File: src/rtl/rotor_stepper.sv
// Enigma-style rotor position stepper: advances right/middle/left positions once per accepted
// keypress (including the middle-rotor double step) and holds them until downstream consumes them.
module rotor_stepper #(
    parameter int NOTCH_R = 21,
    parameter int NOTCH_M = 4,
    parameter int NUM_POS = 26
) (
    input  logic        clk,
    input  logic        rst,
    input  logic        load,
    input  logic [4:0]  init_l,
    input  logic [4:0]  init_m,
    input  logic [4:0]  init_r,
    input  logic        key_valid,
    output logic        key_ready,
    output logic [4:0]  pos_l,
    output logic [4:0]  pos_m,
    output logic [4:0]  pos_r,
    output logic        pos_valid,
    input  logic        pos_ready,
    output logic        load_err,
    output logic [15:0] key_count
);

    // state   | meaning
    // IDLE    | waiting for a keypress, key_ready=1
    // PRESENT | post-step positions held for downstream, pos_valid=1
    typedef enum logic {IDLE = 1'b0, PRESENT = 1'b1} state_t;

    state_t      state_q, state_d;
    logic [4:0]  pos_l_q, pos_l_d;
    logic [4:0]  pos_m_q, pos_m_d;
    logic [4:0]  pos_r_q, pos_r_d;
    logic        load_err_q, load_err_d;
    logic [15:0] key_count_q, key_count_d;
    logic        accept;
    logic        bad_l, bad_m, bad_r;

    // 6-bit sum so that 25+1 is seen as 26 and wraps to 0
    function automatic logic [4:0] step_pos(input logic [4:0] p);
        logic [5:0] s;
        s = {1'b0, p} + 6'd1;
        if (s >= 6'(NUM_POS)) s = 6'd0;
        return s[4:0];
    endfunction

    always_ff @(posedge clk) begin
        if (rst) begin
            state_q     <= IDLE;
            pos_l_q     <= '0;
            pos_m_q     <= '0;
            pos_r_q     <= '0;
            load_err_q  <= 1'b0;
            key_count_q <= '0;
        end else begin
            state_q     <= state_d;
            pos_l_q     <= pos_l_d;
            pos_m_q     <= pos_m_d;
            pos_r_q     <= pos_r_d;
            load_err_q  <= load_err_d;
            key_count_q <= key_count_d;
        end
    end

    always_comb begin
        state_d = state_q;
        if (load) begin
            state_d = IDLE;
        end else begin
            case (state_q)
                IDLE:    if (key_valid) state_d = PRESENT;
                PRESENT: if (pos_ready) state_d = IDLE;
                default: state_d = IDLE;
            endcase
        end
    end

    always_comb begin
        key_ready = (state_q == IDLE);
        pos_valid = (state_q == PRESENT);
    end

    assign accept = (state_q == IDLE) && key_valid && !load;
    assign bad_l  = ({1'b0, init_l} >= 6'(NUM_POS));
    assign bad_m  = ({1'b0, init_m} >= 6'(NUM_POS));
    assign bad_r  = ({1'b0, init_r} >= 6'(NUM_POS));

    // Notch decisions look only at the pre-step positions
    always_comb begin
        pos_l_d     = pos_l_q;
        pos_m_d     = pos_m_q;
        pos_r_d     = pos_r_q;
        load_err_d  = load_err_q;
        key_count_d = key_count_q;
        if (load) begin
            pos_l_d     = bad_l ? 5'd0 : init_l;
            pos_m_d     = bad_m ? 5'd0 : init_m;
            pos_r_d     = bad_r ? 5'd0 : init_r;
            load_err_d  = bad_l || bad_m || bad_r;
            key_count_d = '0;
        end else if (accept) begin
            pos_r_d = step_pos(pos_r_q);
            if ((pos_r_q == 5'(NOTCH_R)) || (pos_m_q == 5'(NOTCH_M)))
                pos_m_d = step_pos(pos_m_q);
            if (pos_m_q == 5'(NOTCH_M))
                pos_l_d = step_pos(pos_l_q);
            key_count_d = key_count_q + 16'd1;
        end
    end

    assign pos_l     = pos_l_q;
    assign pos_m     = pos_m_q;
    assign pos_r     = pos_r_q;
    assign load_err  = load_err_q;
    assign key_count = key_count_q;

endmodule

File: config.mk
export PLATFORM = sky130hd
export DESIGN_NAME = rotor_stepper
export DESIGN_NICKNAME = d
export VERILOG_FILES = /design/src/rtl/rotor_stepper.sv
export SDC_FILE = /design/constraint.sdc
export NUM_CORES = 1
export LEC_CHECK = 0
export BUFFER_PORTS_ARGS = -buffer_cell sky130_fd_sc_hd__buf_4
export CAP_MARGIN = 20
export CELL_PAD_IN_SITES_DETAIL_PLACEMENT = 0
export CELL_PAD_IN_SITES_GLOBAL_PLACEMENT = 1
export CORE_ASPECT_RATIO = 1.4
export CORE_MARGIN = 5
export CORE_UTILIZATION = 39
export CTS_CLUSTER_DIAMETER = 60
export DETAILED_ROUTE_END_ITERATION = 7
export PLACE_DENSITY = 0.87
export SLEW_MARGIN = 25
export SYNTH_ARGS = -nofsm -noshare
export SYNTH_HDL_FRONTEND = slang
export SYNTH_SLANG_ARGS = --single-unit
File: constraint.sdc
create_clock -name clk -period 2.4 [get_ports clk]
set_input_delay 0.12 -clock clk [delete_from_list [all_inputs] [get_ports clk]]
set_output_delay 0.12 -clock clk [all_outputs]
set_load 0.01 [all_outputs]
**After elaboration in Yosys (flattened, before gate mapping)**

Cells that the tools add are included.

- Register bits: 33
- Input bits: 20
- Output and inout bits: 34

- $add $sub $neg: 4
- Order comparisons: 6
- Equality and inequality tests: 2
- Multiplexer cells: 17
- Bitwise gates (word level): 1
- Reductions and logical operators: 12

Operator list:

| operator | count |
|---|---|
| $mux W5 | 14 |
| $add A5 B1 Y6 const B | 3 |
| $ge A6 B5 Y1 const B | 3 |
| $add A16 B1 Y16 const B | 1 |
| $ge A5 B5 Y1 const B | 3 |
| $reduce_bool A2 Y1 | 3 |
| $eq A5 B3 Y1 const B | 1 |
| $eq A5 B5 Y1 const B | 1 |
| $reduce_and A2 Y1 | 2 |
| $logic_or A1 B1 Y1 | 3 |
| $logic_and A1 B1 Y1 | 2 |
| $mux W1 | 2 |
| $pmux W1 S2 | 1 |
| $reduce_or A2 Y1 | 1 |
| $logic_not A1 Y1 | 1 |
| $not A1 Y1 | 1 |

**Logic depth before layout (Yosys ltp)**

Gate-level depths: netlist of the first run.

- Depth in word-level cells: 6
- Mapped depth: 6

**Worst setup path after synthesis of the first run**

OpenSTA, ideal clock, no wires.

- Path kind: register to register
- Start: register pos_m_q[0] (netlist: pos_m[0])
- End: register pos_m_q[1] (netlist: pos_m[1])
- Library setup time: 0.095 ns
- Data arrival time: 1.865 ns
- Data required time: 2.305 ns
- Setup slack: 0.439 ns
- Stages on the path, launching flop included: 7
- Period minus slack after synthesis: 1.961 ns
- Cell sequence: dfxtp_1 > inv_1 > ha_1 > or3b_1 > a41oi_1 > o211ai_1 > a221oi_1

- Word-level cells in the longest chain between the ends: 6
- Elaborated cells on any way between the ends: 10
- Those cells by class: 1 x add/sub; 1 x order compare; 1 x eq/ne; 4 x mux; 3 x reduce/logical

RTL lines:

| what | RTL line | text |
|---|---|---|
| start: declaration | 32 | `logic [4:0] pos_m_q, pos_m_d;` |
| start signal: assignment | 58 | `pos_m_q <= pos_m_d;` |
| $add A5 B1 Y6 | 42 | `s = {1'b0, p} + 6'd1;` |
| $ge A6 B5 Y1 | 43 | `if (s >= 6'(NUM_POS)) s = 6'd0;` |
| $mux W5 | 43 |  |
| $mux W5 | 103 | `if ((pos_r_q == 5'(NOTCH_R)) \|\| (pos_m_q == 5'(NOTCH_M)))` |
| $mux W5 | 101 | `end else if (accept) begin` |
| $mux W5 | 95 | `if (load) begin` |

Several ways; a longest one is shown, not always the timed one. The select of a mux whose other input is x is not followed.
A chain may end at the register's enable or synchronous reset.

**Worst setup path in the final report of the first run**

Same ends and word-level chain as after synthesis.

==> run metrics, run 1 <==
unique cell type count in the Yosys netlist 60; synth top area cells dfxtp_1 30%, ha_1 4.6%, nand3_1 4.1%; Die W between 70 and 80 microns; status finished clean; initial antenna violation count 0; Final period util a little under 90%; I/O pins 54; sequential fraction of the synthesis area a little under a third; DRC viols 0; CTS H-Tree Depth 2; number of buffers created by CTS 5; HP Class in2reg; gr ovfl total 0; initial core utilization 39.8%; max cap viols 0; hpwl dp between 4 and 5 mm; row cnt 32; fin nets roughly 350; fmax 475 MHz; Rel. slew slack between 60% and 70%; aggregate routed wire length approximately 6 mm; GRT Total Usage between 15 and 20%; R2R cell count 6; reg2reg setup slack between 0.2 and 0.3 ns; Layout area overhead 24.5%; first-pass GRT wire length 9.95 mm; CTS root buf clkbuf_8; final hold violation count 0; vias in the first global route 2144; Port Buffers 53; post-CTS sizing 0; CTS Hold Buffers Added 0; crit path capture type flip-flop; unrepaired setup endpoints after global routing no; number of synthesized flops with an enable pin 0; Die H 98.5 microns; Final setup viols 0; Synth Register Bits 33; syn avg cell area approximately 8.2 sq um; pin count of the biggest net entering global routing 27; worst skew pair latency approximately 0.29 ns; Sink Count 33; DP Area ~2600 sq um; via count between 2000 and 2500; dominant synthesized flop cell dfxtp_1; Worst Path Required about 2.6 ns; worst-case vdd ir drop between 0.2 and 0.25 mV; Via density approximately 5.8; Pre-Repair DR Iteration Count 4; max-slew violations 0; Mapped Nets about 300; Pleak between 0.001 and 0.0015 uW; Core Footprint approximately 5500 sq um; GP Congestion between 0.8 and 0.9; Synth area leader dfxtp_1; Syn Inst Count about 270; WL per Instance 15.4 microns; Setup Skew ~0.004 ns; Post-DRT Antenna Nets 0; Mapped Area approximately 2200 sq um; Worst Tran Pin Value between 0.5 and 0.6 ns; CP Launch Type flip-flop; CTS tree yes; fin area approximately 2700 sq um; layout cells sized above 1 about 22%; pwr dens between 400 and 500 nW/um^2; total negative setup slack 0 ns; DR iter-0 viols 99; die area about 7200 sq um; Critical Path AT around 2.3 ns; crit-path max FO 9; Setup Fix Bufs, Post-CTS 0; Setup Crit Path Kind reg2reg; antenna cells 0; share of flip-flops with an asynchronous set or reset 0%; min cycle time layout approximately 2.1 ns; Synth Warn # 0; Clock transition at path regs roughly 0.080 ns; hold depth 3; Clock Path Buffers 2; Synth top area share 30.3%
-- report_power, final --
group / leakage (uW) / total, uW / switching (uW) / internal [uW]
Clock: 0.0000439 / 425 / 225 / 200
Sequential: 0.000269 / 613 / 41.4 / 571
Combinational: 0.000747 / 278 / 147 / 131
Total: 0.00106 / 1320 / 413 / 903
-- cell usage in the layout (no fill, tap or decap), types with 3 or more instances in the layout --
master    netlist  routed
a21boi_0        3       3
a21oi_1        14      14
a22oi_1         4       4
a31oi_1         3       3
a32oi_1         5       5
and2_1          4       4
and3_1          4       4
and4b_1         3       3
buf_4           0      55
clkbuf_8        0       5
dfxtp_1        33      33
ha_1            8       8
inv_1          13      13
nand2_1        19      19
nand2b_1        5       5
nand3_1        18      18
nand4_1         5       5
nand4b_1        4       4
nor2_1         17      17
nor2b_1         7       7
o211ai_1        8       8
o21ai_0         7       7
o221ai_1        3       3
o22ai_1         4       4
o31ai_1         4       4
or2_2           3       3
or3_1           3       3
or4_1           6       6
xnor2_1         3       3
xor2_1          7       7
-- state kept, by name, indices dropped and copies added (netlist names) --
name	count
key_count	16
load_err	1
pos_l	5
pos_valid	1
pos_r	5
pos_m	5
-- metal layers --
layer  wire [microns]  up-vias  track usage, %
li1                 -     1128               -
met1             2440     1043            20.3
met2             3110       66            28.7
met3              308       10            3.27
met4              122        0            7.67
met5                0        -               0
-- through the flow --
step                      total power (uW)  hold WS [ns]  util (%)  cells  worst slack [ns]
after floorplan                        785         0.283         -    267             0.439
after global placement                 899         0.392      48.0    379             0.344
after detailed placement               903         0.392      48.0    379             0.317
after CTS                             1330        0.0815      49.5    387             0.291
after global routing                  1390         0.106      49.5    387             0.138
final                                 1320        0.0935      49.5    387             0.294
-- cell families (layout without fill, tap and decap cells) --
| logic type | Yosys count | in the layout | share of synthesized area [%] |
|---|---|---|---|
| simple gates | 113 | 113 | 30.6 |
| compound gates | 78 | 78 | 25.6 |
| flops | 33 | 33 | 30.3 |
| buf+inv | 24 | 76 | 4.47 |
| xor+xnor | 10 | 10 | 4.01 |
| fa+ha+maj | 8 | 8 | 4.59 |
| mux | 1 | 1 | 0.516 |
-- Yosys cell counts, types with 5 or more instances --
master     n
ha_1       8
clkbuf_1   9
dfxtp_1   33
o211ai_1   8
xor2_1     7
nand2b_1   5
o21ai_0    7
a21oi_1   14
nand4_1    5
nor2_1    17
inv_1     13
nand3_1   18
nor2b_1    7
nand2_1   19
a32oi_1    5
or4_1      6
-- critical path, cell delays in order (launching register included) --
cell	delay, ns
dfxtp_1	0.48
inv_1	0.10
ha_1	0.34
or3b_1	0.38
a41oi_1	0.31
o211ai_1	0.14
a221oi_1	0.27
-- final timing paths --
kind                 from            to
min reg2reg  key_count[1]  key_count[1]
min             pos_ready     pos_valid
max reg2reg      pos_m[0]      pos_m[1]
max              pos_m[0]      pos_m[1]
-- area by class of cell --
class / instances / area (sq um)
Fill cell: 548 / 2770
Multi-Input combinational cell: 210 / 1420
Sequential cell: 33 / 661
Timing Repair Buffer: 55 / 413
Tap cell: 68 / 85.1
Clock buffer: 5 / 68.8
Inverter: 13 / 48.8
Clock inverter: 3 / 17.5
Note: power is estimated with default switching activity, not from simulation.
==> inputs of run 2 (changes only) <==
Settings changed: BUFFER_PORTS_ARGS -buffer_cell sky130_fd_sc_hd__buf_4 to not set, CORE_UTILIZATION 39 to 46, DONT_BUFFER_PORTS set to 1, PLACE_DENSITY 0.87 to 0.86.
==> run 2 against run 1 <==
Final cell count fell by 14%. Final area shrank 13%. Non-clock buffer count down 48. Worst setup slack got worse by 0.013 ns. Critical endpoint unchanged. Core utilization rose by 2.0 points. Flip-flop and latch count stayed put. Critical path type unchanged. Highest routed layer unchanged. Largest power group unchanged. Power down 5.4%.
==> run metrics, run 2 (synthesized netlist as in run 1, its figures left out) <==
HP Class in2reg (unchanged); via count 2105 (was 2247); Port Buffers 0 (was 53); gr ovfl total 0 (unchanged); pin count of the biggest net entering global routing 26 (was 27); FILL cells 474 (was 548); GP Congestion 0.868 (was 0.855); Pre-Repair DR Iteration Count 4 (unchanged); DP Area 2240 sq um (was 2630 sq um); hold depth 2 (was 3); Final period util 88.3% (was 87.7%); Clock transition at path regs 0.06 ns (was 0.08 ns); CTS root buf clkbuf_8 (unchanged); hpwl dp 4.24 mm (was 4.42 mm); max cap viols 0 (unchanged); crit-path max FO 7 (was 9); Post-DRT Antenna Nets 0 (unchanged); commonest non-fill, non-tap cell in the layout dfxtp_1 (was buf_4); sequential cell area 662 sq um (was 661 sq um); crit path capture type flip-flop (unchanged); WP buf/inv 1 (unchanged); dpl ws 0.258 ns (was 0.317 ns); Largest register FFs 16 (unchanged); die area 6240 sq um (was 7210 sq um); DR iter-0 viols 63 (was 99); initial antenna violation count 0 (unchanged); DRC viols 0 (unchanged); unrepaired setup endpoints after global routing no (unchanged); I/O pins 54 (unchanged); total negative setup slack 0 ns (unchanged); CTS H-Tree Depth 2 (unchanged); Die W 68.2 microns (was 73.2 microns); Setup Skew 0.00606 ns (was 0.00412 ns); most frequent cells in the layout 32 x dfxtp_1, 19 x nand2_1, 18 x nand3_1, 17 x nor2_1, 14 x a21oi_1 (was 55 x buf_4, 33 x dfxtp_1, 19 x nand2_1, 18 x nand3_1, 17 x nor2_1); delay-heaviest family, CP compound AO/OA/AOI/OAI gates (unchanged); R2R cell count 6 (unchanged); layout cells sized above 1 6.30% (was 21.6%); Pleak 0.000813 uW (was 0.00106 uW); vias in the first global route 2007 (was 2144); row cnt 29 (was 32); Layout area overhead 8.08% (was 24.5%); worst-case vdd ir drop 0.315 mV (was 0.203 mV); Worst Path Required 2.59 ns (was 2.60 ns); Core Footprint 4570 sq um (was 5490 sq um); Via density 6.34 (was 5.81); number of stages on the worst setup path 6 (unchanged); fmax 472 MHz (was 475 MHz); fin area 2360 sq um (was 2720 sq um); Rel. slew slack 58.4% (was 63.7%); pwr dens 528 nW/um^2 (was 484 nW/um^2); max-slew violations 0 (unchanged); max incr delay on CP 0.48 ns (about the same); status finished clean (unchanged); WL per Instance 17.5 microns (was 15.4 microns); Setup Crit Path Kind reg2reg (unchanged); fin nets 298 (was 346); final hold violation count 0 (unchanged); CTS tree yes (unchanged); number of buffers created by CTS 5 (unchanged); aggregate routed wire length 5.82 mm (was 5.98 mm); Final setup viols 0 (unchanged); first-pass GRT wire length 9.47 mm (was 9.95 mm); Clock Path Buffers 2 (unchanged); GRT Total Usage 19.7% (was 17.0%); multi-input logic area 1420 sq um (unchanged); Worst Tran Pin Value 0.623 ns (was 0.540 ns); antenna cells 0 (unchanged); min cycle time layout 2.12 ns (was 2.11 ns); Sink Count 33 (unchanged); Pwr Total 1250 uW (was 1320 uW); final worst slack 0.281 ns (was 0.294 ns); worst skew pair latency 0.28 ns (was 0.29 ns); Cell Chain, Critical Path inv_1 -> ha_1 -> or3b_1 -> a41oi_1 -> o211ai_1 -> a221oi_1 (unchanged); initial core utilization 47.7% (was 39.8%); Critical Path AT 2.31 ns (was 2.30 ns); Die H 91.5 microns (was 98.5 microns); Critical-path top delay cell dfxtp_1 (unchanged); CP Launch Type flip-flop (unchanged)
==> run 2: path summary, 6_finish.rpt <==
path,startpoint,endpoint,slack [ns]
worst min-delay path,rst,pos_r[4],0.01
worst max register to register,pos_m[1],pos_m[1],0.28
worst min register to register,key_count[15],key_count[15],0.55
worst max-delay path,pos_m[1],pos_m[1],0.28
==> run 2: worst register-to-register path, stage by stage (launching register included) <==
cell	delay (ns)
dfxtp_1	0.48
inv_1	0.13
ha_1	0.33
or3b_1	0.38
a41oi_1	0.32
o211ai_1	0.14
a221oi_1	0.26
==> run 2: through the flow <==
stage                     util [%]  instances  hold slack, ns
after floorplan                  -        267           0.283
after global placement        49.0        322           0.196
after detailed placement      49.0        322           0.196
after CTS                     51.6        332         0.00329
after global routing          51.6        332         0.00175
final                         51.6        332          0.0115
==> run 2: layout make-up <==
type / count / share of cell area (%)
multi-input cells: 210 / 60.4
flip-flops and latches: 33 / 28.1
repair buffers: 7 / 2.55
clock buffers: 7 / 3.66
inverters: 13 / 2.07
well taps: 62 / 3.29
==> run 2: layer usage <==
layer / vias up / track usage [%] / share of wire, %
li1: 1042 / - / -
met1: 996 / 22.3 / 39
met2: 56 / 33.2 / 51
met5: - / 0 / 0
met4: 0 / 8.29 / 2.7
met3: 11 / 5.93 / 7.1
==> run 2: where the power goes <==
group | internal, uW | total (uW) | switching [uW]
clock | 227 | 418 | 191
sequential | 572 | 629 | 57.0
combinational | 88.8 | 197 | 109
total | 889 | 1250 | 357
==> run 2: repair_timing <==
| item | in CTS | in global routing |
|---|---|---|
| hold buffers | 3 | 0 |
| setup endpoints to repair | 0 | 1 |
| endpoints found under the hold margin | 15 | 0 |
| resized for setup | 0 | 1 |
| setup buffers | 0 | 0 |
